<file path="config.mk">
export PLATFORM = sky130hd
export DESIGN_NAME = polar_encoder
export DESIGN_NICKNAME = d
export VERILOG_FILES = /design/src/rtl/polar_encoder.sv
export SDC_FILE = /design/constraint.sdc
export NUM_CORES = 1
export LEC_CHECK = 0
export ABC_AREA = 1
export CAP_MARGIN = 40
export CORE_UTILIZATION = 45
export DETAILED_ROUTE_END_ITERATION = 8
export PLACE_DENSITY = 0.75
export SYNTH_ARGS = -nofsm -noshare
export SYNTH_HDL_FRONTEND = slang
export SYNTH_SLANG_ARGS = --single-unit
export TNS_END_PERCENT = 100
</file>
<file path="constraint.sdc">
create_clock -name clk -period 2 [get_ports clk]
set_input_delay 0.4 -clock clk [delete_from_list [all_inputs] [get_ports clk]]
set_output_delay 0.4 -clock clk [all_outputs]
set_load 0.05 [all_outputs]
</file>
<file path="src/rtl/polar_encoder.sv">
// Serial-in/serial-out polar encoder: loads K info bits onto the non-frozen u positions,
// runs one butterfly stage per clock (x = u * F^{(x)n}, no bit reversal), then streams x[0..N-1].
module polar_encoder #(
    parameter int             N           = 8,
    parameter int             LOGN        = 3,
    parameter int             K           = 4,
    parameter logic [N-1:0]   FROZEN_MASK = 8'b0001_0111
) (
    input  logic clk,
    input  logic rst_n,
    input  logic in_valid,
    output logic in_ready,
    input  logic in_bit,
    output logic out_valid,
    input  logic out_ready,
    output logic out_bit,
    output logic out_last,
    output logic busy
);

    generate
        if ($countones(FROZEN_MASK) != N - K) begin : g_mask_chk
            $error("FROZEN_MASK popcount must equal N-K");
        end
    endgenerate

    typedef enum logic [1:0] {S_LOAD, S_ENC, S_SEND} state_t;

    // Smallest non-frozen index strictly above p (p = -1 gives the first one).
    function automatic logic [LOGN-1:0] f_next(input int p);
        logic [LOGN-1:0] r;
        r = '0;
        for (int j = N - 1; j >= 0; j--) begin
            if (j > p && !FROZEN_MASK[j]) r = LOGN'(j);
        end
        return r;
    endfunction

    localparam logic [LOGN-1:0] FIRST_INFO = f_next(-1);

    state_t          r_state, w_nxt;
    logic [N-1:0]    r_u, w_bfly;
    logic [LOGN-1:0] r_ptr;
    logic [LOGN:0]   r_cnt;
    logic [LOGN-1:0] r_stg;
    logic [LOGN-1:0] r_idx;
    logic            w_load_last, w_enc_last;

    assign w_load_last = (r_cnt == (LOGN+1)'(K - 1));
    assign w_enc_last  = (r_stg == LOGN'(LOGN - 1));

    // Butterfly for the current stage only; pairs are (i, i+2^s) with bit s of i clear.
    always_comb begin
        w_bfly = r_u;
        for (int s = 0; s < LOGN; s++) begin
            if (r_stg == LOGN'(s)) begin
                for (int i = 0; i < N; i++) begin
                    if (((i >> s) & 1) == 0) w_bfly[i] = r_u[i] ^ r_u[i + (1 << s)];
                end
            end
        end
    end

    always_ff @(posedge clk or negedge rst_n) begin
        if (!rst_n) r_state <= S_LOAD;
        else        r_state <= w_nxt;
    end

    always_comb begin
        w_nxt     = r_state;
        in_ready  = 1'b0;
        out_valid = 1'b0;
        out_bit   = 1'b0;
        out_last  = 1'b0;
        busy      = 1'b0;
        case (r_state)
            S_LOAD: begin
                in_ready = 1'b1;
                if (in_valid && w_load_last) w_nxt = S_ENC;
            end
            S_ENC: begin
                busy = 1'b1;
                if (w_enc_last) w_nxt = S_SEND;
            end
            S_SEND: begin
                busy      = 1'b1;
                out_valid = 1'b1;
                out_bit   = r_u[r_idx];
                out_last  = (r_idx == LOGN'(N - 1));
                if (out_ready && out_last) w_nxt = S_LOAD;
            end
            default: w_nxt = S_LOAD;
        endcase
    end

    always_ff @(posedge clk or negedge rst_n) begin
        if (!rst_n) begin
            r_u   <= '0;
            r_ptr <= FIRST_INFO;
            r_cnt <= '0;
            r_stg <= '0;
            r_idx <= '0;
        end else begin
            case (r_state)
                S_LOAD: begin
                    if (in_valid) begin
                        r_u[r_ptr] <= in_bit;
                        r_ptr      <= f_next(int'(r_ptr));
                        r_cnt      <= r_cnt + 1'b1;
                        if (w_load_last) begin
                            r_cnt <= '0;
                            r_stg <= '0;
                            r_ptr <= FIRST_INFO;
                        end
                    end
                end
                S_ENC: begin
                    r_u   <= w_bfly;
                    r_stg <= r_stg + 1'b1;
                    if (w_enc_last) r_idx <= '0;
                end
                S_SEND: begin
                    if (out_ready) begin
                        r_idx <= r_idx + 1'b1;
                        // Clearing u here leaves frozen positions at 0 for the next frame.
                        if (out_last) begin
                            r_u   <= '0;
                            r_ptr <= FIRST_INFO;
                        end
                    end
                end
                default: ;
            endcase
        end
    end

endmodule

</file>
==> flow_metrics.py <==
metrics = {
    "clocking": {
        "cts.path.max_buffers": 2,
        "tritoncts": "done",
        "clock_latency_ps": 260,
        "ctsHoldBuffers": 0,
        "root_buffer": "clkbuf_8",
        "clk_pin_slew_worst_paths_ps": 80,
        "cts_made_buffers": 3,
        "htreeDepth": 1,
        "cts.sinks": 23,
        "postCtsSetupBuffers": 0,
    },
    "power": {
        "peakVddDrop_uv": 836,
        "p_leak_nw": 0.956,
        "power_density_nw_per_um2": 1450,
    },
    "floorplanning": {
        "dieArea_um2": 3960,
        "io_pins": 10,
        "rows": 21,
        "core_area_um2": 3440,
        "fp.dieH_um": 62.9,
        "initial_core_util": 0.485,
        "die_w_um": 62.9,
    },
    "global_routing": {
        "overflow": 0,
        "grt_max_degree": 24,
        "grt_pass1_wl_mm": 6.28,
        "grt_pass1_vias": 1443,
        "gr-usage-all-layers": 0.199,
        "antenna_found_initial": 0,
    },
    "synthesis": {
        "synth_area_leader_cell": "dfrtp_1",
        "ys.flop_type": "dfrtp_1",
        "synthTopCellsByCount": "nand2_1, inv_1, nand3_1",
        "ys_warn_count": 0,
        "ys_ff_latch": 23,
        "yosys-top-cells-area": "dfrtp_1, nand2_1, nand3_1",
        "async_reset_ff_frac": 1.00,
        "syn-cell-area_um2": 1670,
        "synth.yosys.seq_area_share": 0.346,
        "synth.distinct_cells": 29,
        "synth_nets": 250,
        "netlist_instances": 234,
        "synthMostInstantiatedCell": "nand2_1",
        "yosys.area.top_type_share": 0.315,
        "syn_area_per_cell_um2": 7.13,
        "synth_edf_count": 0,
    },
    "drt": {
        "vias": 1512,
        "viasPerCell": 5.16,
        "wl_mm": 3.53,
        "wl_per_cell_um": 12.1,
        "route.met2.wl_mm": 1.54,
        "wl_met1_mm": 1.75,
        "drt-initial-drc-count": 59,
        "met3_length_um": 168,
        "drc": 0,
        "ant_nets": 0,
        "routed.top_layer": "met4",
        "firstDrtPassIters": 4,
    },
    "setup_path": {
        "crit_slowest_cell": "dfrtp_1",
        "worstPathArrival_ps": 1480,
        "critPathCapture": "out_bit",
        "path_cells": "inv_1 -> ha_2 -> nand2_1 -> a21oi_4 -> buf_12",
        "critPathCaptureType": "output port",
        "crit_fanout": 9,
        "crit_type": "reg -> out",
        "reg2reg_from": "r_state[1]",
        "critPathRequiredTime_ps": 1600,
        "ff2ff_path_depth": 7,
        "crit_start": "r_state[0]",
        "start_kind": "flop",
        "critical-path-max-stage-delay_ps": 410,
        "critPathTopFamily": "flip-flops",
        "r2r_setup_slack_ps": 300,
        "path_buf_inv": 2,
        "cp.depth": 5,
    },
    "finish": {
        "register_area_um2": 579,
        "nFillCells": 323,
        "final_cells": 293,
        "syn_to_final_growth_pct": 15.4,
        "diodes": 0,
        "fin_nets": 264,
        "final_layout_size_suffix_gt1_frac": 0.126,
        "finalInstanceArea_um2": 1930,
        "multi_input_area_um2": 942,
    },
    "sta": {
        "rsz0062_at_grt": "false",
        "slew_violations": 0,
        "tightest_slew_ps": 328,
        "min_period_over_period": 0.942,
        "skew_ps": 5.00,
        "max_slew_margin": 0.779,
        "setup_viol": 0,
        "hold_violations": 0,
        "setup_tns_ps": 0,
        "fmax_ghz": 0.531,
        "fin_ws_ps": 117,
        "min_period_ps": 1880,
    },
    "status": {
        "status": "finished, final reports clean",
    },
    "placed_design": {
        "place_area_um2": 1880,
        "routabilityCongestion": 0.853,
        "dp_cells": 289,
        "pre_cts_ws_ps": 249,
        "dp.final_hpwl_mm": 2.78,
        "io_buffers": 9,
    },
    "min_path": {
        "hp-class": "in -> async",
    },
    "run": {
        "maxCapViolations": 0,
    },
}
[logic make-up (layout without fill, tap and decap cells)]
group	count (synthesis)	in the layout	synth area share
AOI/OAI and AO/OA	46	46	0.159
and+or+nand+nor	109	109	0.294
xor gates and xnor gates	4	4	0.0210
DFF	23	23	0.346
adders and majority gates	11	11	0.0825
buffers and inverters	41	54	0.0974
[power by group]
group / total (mW) / internal, mW / switching (mW) / leakage, nW
Sequential: 0.855 / 0.666 / 0.189 / 0.284
Combinational: 1.64 / 0.629 / 1.01 / 0.649
Clock: 0.291 / 0.142 / 0.148 / 0.0228
[timing repair]
item	4_1_cts	5_1_grt
gates cloned	0	0
gates resized for setup	1	1
endpoints found under the setup margin	1	1
[how the worst min path moves through the flow]
stage	startpoint	to	depth (start not counted)
after global placement	r_cnt[1]	r_cnt[1]	2
after floorplan	rst_n	asynchronous set/reset pin	0
after global routing	rst_n	r_ptr[2]	2
after CTS	rst_n	asynchronous set/reset pin	2
final	rst_n	asynchronous set/reset pin	2
after detailed placement	r_cnt[1]	r_cnt[1]	2
[per-layer routing]
layer / GRT usage / vias up
met4: 0.0727 / 0
met3: 0.0274 / 7
met1: 0.270 / 674
li1: - / 792
met2: 0.319 / 39
met5: 0 / -
[through the flow]
stage,power [mW],hold slack [ps],utilization
after floorplan,2.04,104,-
after global placement,2.47,498,0.545
after detailed placement,2.49,505,0.545
after CTS,2.79,497,0.559
after global routing,3.06,510,0.559
final,2.79,487,0.559
[cell type report]
type / instances / share of cell area
Multi-Input combinational cell: 170 / 0.489
Tap cell: 46 / 0.0299
Sequential cell: 23 / 0.301
Timing Repair Buffer: 11 / 0.0806
Inverter: 39 / 0.0760
Clock buffer: 4 / 0.0234
[layout by cell type, fill, tap and decap left out, types with 2 or more instances in the layout]
cell,instances
dfstp_2,2
xnor2_1,3
inv_2,4
a22oi_1,2
inv_1,34
buf_4,2
ha_1,10
nand3b_1,2
dfrtp_1,20
o21ai_0,21
a21oi_1,11
o21ai_2,2
nand3_1,32
nand2_1,54
o22ai_1,5
buf_12,5
nor2_2,2
nor2_1,11
clkdlybuf4s50_1,4
nand2_2,4
clkbuf_8,3
Note: power is estimated with default switching activity, not from simulation.
